===== config.mk =====
export PLATFORM = sky130hd
export DESIGN_NAME = lsu_mem_ctrl
export DESIGN_NICKNAME = d
export VERILOG_FILES = /design/src/rtl/lsu_pkg.sv /design/src/rtl/lsu_byte_lane.sv /design/src/rtl/lsu_mem_ctrl.sv
export SDC_FILE = /design/constraint.sdc
export NUM_CORES = 1
export LEC_CHECK = 0
export CORE_UTILIZATION = 40
export CTS_CLUSTER_DIAMETER = 150
export DETAILED_ROUTE_END_ITERATION = 7
export HOLD_SLACK_MARGIN = 0.12
export PLACE_DENSITY = 0.84
export RECOVER_POWER = 100
export SYNTH_ARGS = -nofsm -noshare
export SYNTH_HDL_FRONTEND = slang
export SYNTH_SLANG_ARGS = --single-unit

===== constraint.sdc =====
create_clock -name clk_i -period 2 [get_ports clk_i]
set_input_delay 0.5 -clock clk_i [delete_from_list [all_inputs] [get_ports clk_i]]
set_output_delay 0.5 -clock clk_i [all_outputs]
set_load 0.03 [all_outputs]

===== src/rtl/lsu_pkg.sv =====
// lsu_pkg: shared definitions for the load/store unit.
//   - RV32 funct3 width codes for loads and stores
//   - lsu_state_e: controller state encoding
package lsu_pkg;

  localparam logic [2:0] LSU_B  = 3'b000;
  localparam logic [2:0] LSU_H  = 3'b001;
  localparam logic [2:0] LSU_W  = 3'b010;
  localparam logic [2:0] LSU_BU = 3'b100;
  localparam logic [2:0] LSU_HU = 3'b101;

  typedef enum logic [2:0] {
    IDLE   = 3'd0,
    LOAD   = 3'd1,
    RMW_RD = 3'd2,
    WRITE  = 3'd3,
    RESP   = 3'd4
  } lsu_state_e;

endpackage


===== src/rtl/lsu_byte_lane.sv =====
// lsu_byte_lane: combinational byte-lane steering for the load/store unit.
// Ports:
//   word_i     - word read from data memory
//   wdata_i    - right-aligned store data
//   addr_lo_i  - byte offset inside the word
//   funct3_i   - RV32 width code
//   ld_data_o  - extracted and sign/zero-extended load result
//   st_word_o  - word_i with the store data merged into its lane
module lsu_byte_lane
  import lsu_pkg::*;
(
  input  logic [31:0] word_i,
  input  logic [31:0] wdata_i,
  input  logic [1:0]  addr_lo_i,
  input  logic [2:0]  funct3_i,
  output logic [31:0] ld_data_o,
  output logic [31:0] st_word_o
);

  function automatic logic [31:0] load_extend(input logic [31:0] word,
                                              input logic [1:0]  lo,
                                              input logic [2:0]  f3);
    logic [31:0]        shifted;
    logic signed [7:0]  byte_s;
    logic signed [15:0] half_s;
    logic [31:0]        res;
    // Halfword offsets are always 0 or 2 here, so one byte shift covers both.
    shifted = word >> {lo, 3'b000};
    byte_s  = shifted[7:0];
    half_s  = shifted[15:0];
    case (f3)
      LSU_B:   res = 32'(byte_s);
      LSU_H:   res = 32'(half_s);
      LSU_W:   res = word;
      LSU_BU:  res = {24'h0, shifted[7:0]};
      LSU_HU:  res = {16'h0, shifted[15:0]};
      default: res = 32'h0;
    endcase
    return res;
  endfunction

  function automatic logic [31:0] store_merge(input logic [31:0] old_word,
                                              input logic [31:0] wdata,
                                              input logic [1:0]  lo,
                                              input logic [2:0]  f3);
    logic [31:0] mask;
    logic [31:0] data;
    case (f3)
      LSU_B: begin
        mask = 32'h0000_00FF << {lo, 3'b000};
        data = {24'h0, wdata[7:0]} << {lo, 3'b000};
      end
      LSU_H: begin
        mask = 32'h0000_FFFF << {lo[1], 4'b0000};
        data = {16'h0, wdata[15:0]} << {lo[1], 4'b0000};
      end
      default: begin
        mask = 32'hFFFF_FFFF;
        data = wdata;
      end
    endcase
    return (old_word & ~mask) | (data & mask);
  endfunction

  assign ld_data_o = load_extend(word_i, addr_lo_i, funct3_i);
  assign st_word_o = store_merge(word_i, wdata_i, addr_lo_i, funct3_i);

endmodule


===== src/rtl/lsu_mem_ctrl.sv =====
// lsu_mem_ctrl: load/store unit between execute and a word-wide data memory.
// One request at a time; byte/halfword stores are done as read-modify-write
// because the memory only writes whole words. Illegal, misaligned or
// out-of-range accesses respond with rsp_err_o and never touch memory.
// Ports:
//   clk_i, rst_ni                  - clock, asynchronous active-low reset
//   req_valid_i / req_ready_o      - request handshake (ready only in IDLE)
//   req_we_i, req_funct3_i         - store flag and RV32 width code
//   req_addr_i, req_wdata_i        - byte address, right-aligned store data
//   rsp_valid_o / rsp_ready_i      - response handshake
//   rsp_data_o, rsp_err_o          - extended load data, access fault
//   dmem_st_en_o, dmem_addr_o      - memory word write enable, byte address
//   dmem_st_data_o                 - full word to write
//   dmem_ld_data_i                 - combinational memory read data
module lsu_mem_ctrl
  import lsu_pkg::*;
#(
  parameter int DMEM_AW = 11
) (
  input  logic               clk_i,
  input  logic               rst_ni,
  input  logic               req_valid_i,
  output logic               req_ready_o,
  input  logic               req_we_i,
  input  logic [2:0]         req_funct3_i,
  input  logic [31:0]        req_addr_i,
  input  logic [31:0]        req_wdata_i,
  output logic               rsp_valid_o,
  input  logic               rsp_ready_i,
  output logic [31:0]        rsp_data_o,
  output logic               rsp_err_o,
  output logic               dmem_st_en_o,
  output logic [DMEM_AW-1:0] dmem_addr_o,
  output logic [31:0]        dmem_st_data_o,
  input  logic [31:0]        dmem_ld_data_i
);

  lsu_state_e         state_q;
  lsu_state_e         state_d;
  logic               we_q;
  logic [2:0]         funct3_q;
  logic [DMEM_AW-1:0] addr_q;
  logic [31:0]        word_q;
  logic [31:0]        rsp_data_q;
  logic               rsp_err_q;

  logic               f3_ok;
  logic               align_ok;
  logic               range_ok;
  logic               req_err;
  logic [31:0]        lane_ld_data;
  logic [31:0]        lane_st_word;

  // Request legality, evaluated on the raw request in the accept cycle
  always_comb begin
    f3_ok    = 1'b0;
    align_ok = 1'b1;
    if (req_we_i) begin
      f3_ok = req_funct3_i inside {LSU_B, LSU_H, LSU_W};
    end else begin
      f3_ok = req_funct3_i inside {LSU_B, LSU_H, LSU_W, LSU_BU, LSU_HU};
    end
    // funct3[1:0] encodes the access size for every legal code
    case (req_funct3_i[1:0])
      2'b01:   align_ok = ~req_addr_i[0];
      2'b10:   align_ok = (req_addr_i[1:0] == 2'b00);
      default: align_ok = 1'b1;
    endcase
    range_ok = (req_addr_i[31:DMEM_AW] == '0);
    req_err  = ~(f3_ok & align_ok & range_ok);
  end

  // The write path reuses word_q: it holds the store data until the
  // read-modify-write cycle replaces it with the merged word.
  lsu_byte_lane u_byte_lane (
    .word_i    (dmem_ld_data_i),
    .wdata_i   (word_q),
    .addr_lo_i (addr_q[1:0]),
    .funct3_i  (funct3_q),
    .ld_data_o (lane_ld_data),
    .st_word_o (lane_st_word)
  );

  always_comb begin
    state_d = state_q;
    case (state_q)
      IDLE: begin
        if (req_valid_i) begin
          if (req_err) begin
            state_d = RESP;
          end else if (!req_we_i) begin
            state_d = LOAD;
          end else if (req_funct3_i == LSU_W) begin
            state_d = WRITE;
          end else begin
            state_d = RMW_RD;
          end
        end
      end
      LOAD:    state_d = RESP;
      RMW_RD:  state_d = WRITE;
      WRITE:   state_d = RESP;
      RESP:    if (rsp_ready_i) state_d = IDLE;
      default: state_d = IDLE;
    endcase
  end

  // Accept / load / merge register stage
  always_ff @(posedge clk_i or negedge rst_ni) begin
    if (!rst_ni) begin
      state_q    <= IDLE;
      we_q       <= 1'b0;
      funct3_q   <= 3'b000;
      addr_q     <= '0;
      word_q     <= 32'h0;
      rsp_data_q <= 32'h0;
      rsp_err_q  <= 1'b0;
    end else begin
      state_q <= state_d;
      case (state_q)
        IDLE: begin
          if (req_valid_i) begin
            we_q       <= req_we_i;
            funct3_q   <= req_funct3_i;
            addr_q     <= req_addr_i[DMEM_AW-1:0];
            rsp_data_q <= 32'h0;
            rsp_err_q  <= req_err;
            if (req_we_i) begin
              word_q <= req_wdata_i;
            end
          end
        end
        LOAD:    rsp_data_q <= we_q ? 32'h0 : lane_ld_data;
        RMW_RD:  word_q     <= lane_st_word;
        default: ;
      endcase
    end
  end

  // Decoded straight from state so an asynchronous reset cancels a write at once
  assign req_ready_o    = (state_q == IDLE);
  assign rsp_valid_o    = (state_q == RESP);
  assign dmem_st_en_o   = (state_q == WRITE);
  assign rsp_data_o     = rsp_data_q;
  assign rsp_err_o      = rsp_err_q;
  assign dmem_addr_o    = addr_q;
  assign dmem_st_data_o = word_q;

endmodule


# --- After elaboration in Yosys (flattened, before gate mapping) ---
# Cells that the tools add are included.
word_totals:
  word_cells: 68
  output_inout_bits: 79
  in_bits: 104
  register_bits: 83
op_classes:
  mux: 17
  reduce_logical: 14
  n_eq_ne: 17
  bitwise: 8
  n_shift: 5
ops:
  columns: ["op", "n"]
  rows:
  - ["32-bit case mux with 2 select lines", 4]
  - ["32-bit case mux with 5 select lines", 1]
  - ["32-bit two-way mux", 4]
  - ["32-bit bitwise AND", 2]
  - ["32-bit inverter", 1]
  - ["32-bit bitwise OR", 1]
  - ["16-bit by 5-bit left shift with 32-bit output", 1]
  - ["16-bit by 5-bit left shift with 32-bit output (first input constant)", 1]
  - ["8-bit by 5-bit left shift with 32-bit output", 1]
  - ["8-bit by 5-bit left shift with 32-bit output (first input constant)", 1]
  - ["32-bit by 5-bit right shift with 16-bit output", 1]
  - ["21-bit zero test", 1]
  - ["3-bit == test (second input constant)", 5]
  - ["3-bit by 2-bit == test with 1-bit output (second input constant)", 4]
  - ["3-bit case mux with 4 select lines", 1]
  - ["3-bit by 1-bit == test with 1-bit output (second input constant)", 3]
  - ["3-bit zero test", 3]
  - ["3-bit two-way mux", 3]
  - ["2-bit AND reduction", 3]
  - ["5-bit nonzero test", 1]
  - ["2-bit by 1-bit inequality test with 1-bit output (second input constant)", 2]
  - ["2-bit nonzero test", 2]
  - ["3-bit AND reduction", 1]
  - ["3-bit nonzero test", 1]
  - ["10 further kinds", 13]

# --- Longest topological paths before layout ---
logic_depth:
  depth_word: 8
  depth_mapped: 7
  ltp_nobuf: 6

# --- By module ---
# From an unflattened synthesis, not the netlist that was laid out.
hier_totals:
  cells_unflattened: 465
  area_unflattened_um2: 4942.2
by_module_without_submodules:
  columns: ["module", "area_per_inst_um2", "cells_each", "instances", "seq_area_each_um2"]
  rows:
  - ["lsu_mem_ctrl", 3593.4, 289, 1, 2077.0]
  - ["lsu_byte_lane", 1348.8, 176, 1, 0.0]

# --- Least setup slack after synthesis ---
# OpenSTA, ideal clock, no wires.
synth_path:
  path_kind: "flip-flop to flip-flop"
  startpoint: "register addr_q[0] (netlist: dmem_addr_o[0])"
  endpoint: "register rsp_data_q[0] (netlist: rsp_data_o[0])"
  n_path_buf: 3
  synth_period_minus_slack_ns: 2.090
  arrival_time_ns: 1.958
  stages_incl_launch_ff: 7
  setup_ns: 0.132
  required_time_ns: 1.868
  slack_ns: -0.090
  path_cell_list: "dfrtp_1 -> clkbuf_1 -> clkbuf_1 -> clkbuf_1 -> mux2_2 -> a22oi_1 -> o21ai_0"
synth_between:
  elab_chain_cells: 4
synth_rtl:
  columns: ["item", "line", "rtl"]
  rows:
  - ["start, declared", "lsu_mem_ctrl.sv:42", "logic [DMEM_AW-1:0] addr_q;"]
  - ["start signal, assigned", "lsu_mem_ctrl.sv:125", "addr_q <= req_addr_i[DMEM_AW-1:0];"]
  - ["32-bit by 5-bit right shift with 16-bit output", "lsu_byte_lane.sv:28", "shifted = word >> {lo, 3'b000};"]
  - ["32-bit case mux with 5 select lines", "lsu_byte_lane.sv:31", "case (f3)"]
  - ["32-bit two-way mux", "lsu_mem_ctrl.sv:133", "LOAD: rsp_data_q <= we_q ? 32'h0 : lane_ld_data;"]
  - ["32-bit case mux with 2 select lines", "lsu_mem_ctrl.sv:120", "case (state_q)"]
  - ["end signal, assigned", "lsu_mem_ctrl.sv:133", null]
  - ["end, declared", "lsu_mem_ctrl.sv:44", "logic [31:0] rsp_data_q;"]
# Every way passes these cells.
# A chain may end at the register's enable or synchronous reset.

# --- Worst setup path after layout ---
layout_path:
  startpoint: "register rsp_data_q[14] (netlist: rsp_data_o[14])"
  endpoint: "output rsp_data_o[14]"
layout_rtl:
  columns: ["item", "line", "rtl"]
  rows:
  - ["end, declared", "lsu_mem_ctrl.sv:30", "output logic [31:0] rsp_data_o,"]
# No word-level cell between the ends.

==> results.md <==
- DRT antenna net count: 0
- Synth Cell Area: 0.004607 mm²
- Top area cells in the synthesized netlist: dfrtp_1 (45%), mux2_2 (7.6%), a21oi_1 (5.0%)
- Final hold vios: 0
- Top cell type's share of synthesized area: 45.08%
- Port Buffers: approximately 180
- Clk Latency, worst-skew pair: 0.34 ns
- Antenna Cells: 0
- Rows: 38
- Max Cap Viol: 0
- Clk slew on worst S/H paths: approximately 0.06 ns
- Setup Skew: 0.006512 ns
- Max Freq: a little over 500 MHz
- DIE AREA: 0.01195 mm²
- Worst Hold Class: flop to flop
- Clock tree sinks: 83
- First-pass GRT wire length: about 25000 µm
- Vias: slightly below 5000
- Ports: 183
- Mux cell area share after synthesis: 8.446%
- Yosys cell types: 48
- # DRC: 0
- # H-tree levels: 3
- Post-Synth Simple-Gate Area: 13.12%
- Fin. max-slew vios: 0
- Core area: 0.01103 mm²
- Slowest cell on crit path: dlygate4sd3_1
- Worst Setup Start Kind: flop
- Slew HR: 35.39%
- Antenna violations before repair: 0
- CP endpoint kind: output port
- Tot Pwr: around 6.2 mW
- CP arrival: 1.45 ns
- Number of global-route vias before repair: 4814
- Critical path fanouts, max: 2
- Clk buf depth: 2
- Initial Util: 41.76%
- Die Wd: 109.3 µm
- Cells after Synth: 465
- Number of buffers created by CTS: 9
- Final hold slack: 0.4850 ns
- Final WS setup: 0.04924 ns
- Wire length per cell: 20.32 µm
- Seq/Total Area, Yosys: 45.08%
- Die Y: between 100 and 150 µm
- Required time worst endpoint: 1.50 ns
- Initial DRC Count: 333
- Worst Path Buf+Inv: 1
- Drt total wl: 16580 µm
- Static leakage: 3.090 nW
- Share of cells above drive strength 1: 16.42%
- Slew @ Worst Pin: 0.9691 ns
- WS Path Type: flop to output port
- XOR/XNOR Fraction of Synth Area: 0%
- Synthesis-to-layout area growth: 56.14%
- Root buf cell: clkbuf_16
- Fin crit period: 1.951 ns
- Setup violators final: 0
- CTS tree: done
- Post-synthesis compound-gate area fraction: about 28%
- Filler cells: approximately 900
- First drt pass iteration count: 5
- P per Cell Area: about 860 mW/mm²
- Largest net degree at the start of global routing: 51
- Unrepaired setup endpoints after global routing: no
- Final #Nets: slightly below 800
- GP Congestion: ~0.94
- GRT Util Overall: about 28%
- Synth Warn #: 0
- Post-DP HPWL: 12620 µm
- Adder-Cell Fraction of Synth Area: 0.8148%
- CP cell instances: dlygate4sd3_1
- Worst IR drop on VDD: 500.9 µV
- Final worst-path cycle share: 97.54%
- Post-Syn Nets: ~570
- Number of synthesized register bits: 83
- Vias/cell: 5.920
- Leading area contributor after synthesis: dfrtp_1
- Dpl ws: -0.3661 ns
- Mean Syn Cell Area: 9.907 µm²
- Max stage delay on crit path: ~0.75 ns
- Largest family of logic cells by synthesized area: compound AO/OA/AOI/OAI gates
- CP top delay family: buffers and inverters
- Status: finished, final reports clean
- Total gr overflow: 0
[layout by cell type, fill, tap and decap left out, types with 4 or more instances in the layout]
| master | n |
|---|---|
| a21boi_0 | 8 |
| a21oi_1 | 46 |
| a221o_1 | 23 |
| a221oi_1 | 7 |
| a22o_1 | 8 |
| a22oi_1 | 22 |
| and3_1 | 9 |
| buf_12 | 5 |
| buf_4 | 41 |
| clkbuf_1 | 8 |
| clkbuf_16 | 9 |
| clkbuf_2 | 6 |
| clkdlybuf4s50_1 | 128 |
| dfrtp_1 | 82 |
| dlygate4sd2_1 | 7 |
| dlygate4sd3_1 | 41 |
| inv_1 | 7 |
| mux2_2 | 31 |
| mux2i_1 | 4 |
| nand2_1 | 12 |
| nand2b_1 | 10 |
| nor2_1 | 34 |
| nor2b_1 | 19 |
| nor4_1 | 4 |
| o21ai_0 | 40 |
| o2bb2ai_1 | 15 |
[kinds of logic (layout without fill, tap and decap cells)]
family | Yosys count | after routing
buffers and inverters | 46 | 257
adder cells (fa/ha/maj) | 3 | 3
flip-flops | 83 | 83
AO/OA/AOI/OAI | 189 | 189
AND/OR/NAND/NOR | 109 | 109
multiplexers | 35 | 35
[synth_stat cells (all sizes together)]
cell	number
o21a	2
and3b	2
a22oi	22
o221ai	2
o21ai	42
o211a	1
o31ai	1
a2bb2oi	1
a31oi	2
a311o	1
ha	3
nor3b	3
nand2b	10
nand4	1
buf	6
a221oi	7
o21bai	1
o2bb2ai	15
or3b	2
a22o	8
nor4	5
a211oi	2
or2	3
nand3b	1
nand2	12
clkbuf	33
or3	1
o311ai	1
mux2	31
or4b	1
a21oi	46
and3	9
dfrtp	83
nor2b	19
a31o	2
a21boi	9
nor2	34
a221o	23
nor3	6
a41o	1
inv	7
mux2i	4
[where the power goes]
group | internal [mW] | switching (mW)
clock | 1.21 | 0.662
combinational | 0.975 | 1.21
sequential | 1.90 | 0.226
[final timing paths]
path,start,end,slack (ns),depth (start not counted)
max,rsp_data_o[14],rsp_data_o[14],0.05,1
min,flop,flop,0.49,2
max reg2reg,we_q,rsp_data_o[13],0.05,5
min reg2reg,flop,flop,0.49,2
max in group asynchronous,rst_ni,async pin,0.30,3
min in group asynchronous,rst_ni,dmem_addr_o[5],0.83,2
[metal layers]
layer | vias to the layer above | track usage [%] | routed length (µm)
met4 | 0 | 14.38 | 614
met5 | - | 0 | 0
met3 | 52 | 5.691 | 1496
li1 | 2178 | - | -
met1 | 2288 | 34.73 | 6533
met2 | 313 | 47.26 | 7938
[stage by stage]
step	utilization, %	setup TNS (ns)	instance area (µm²)	std cells
after floorplan	-	0	4611	465
after global placement	62.26	-5.349	6868	798
after detailed placement	62.26	-7.815	6868	798
after CTS	65.59	0	7234	816
after global routing	65.21	0	7193	816
final	65.21	0	7193	816
[cell type report]
type | instances | area [µm²] | area share, %
multi-input combinational | 336 | 2365 | 32.88
sequential | 83 | 2078 | 28.89
clock inverter | 5 | 102.6 | 1.426
clock buffer | 10 | 229.0 | 3.183
inverter | 7 | 26.28 | 0.3653
tap | 140 | 175.2 | 2.435
timing repair buffer | 235 | 2217 | 30.82
[what timing repair did]
| item | 4_1_cts | 5_1_grt |
|---|---|---|
| gates resized for setup | 8 | 8 |
| hold buffers | 1 | 0 |
| cloned | 0 | 0 |
| endpoints found under the setup margin | 31 | 23 |
| endpoints found under the hold margin | 11 | 0 |
| pin swaps | 1 | 0 |
| setup buffers | 2 | 0 |
(Power assumes the default switching activity.)
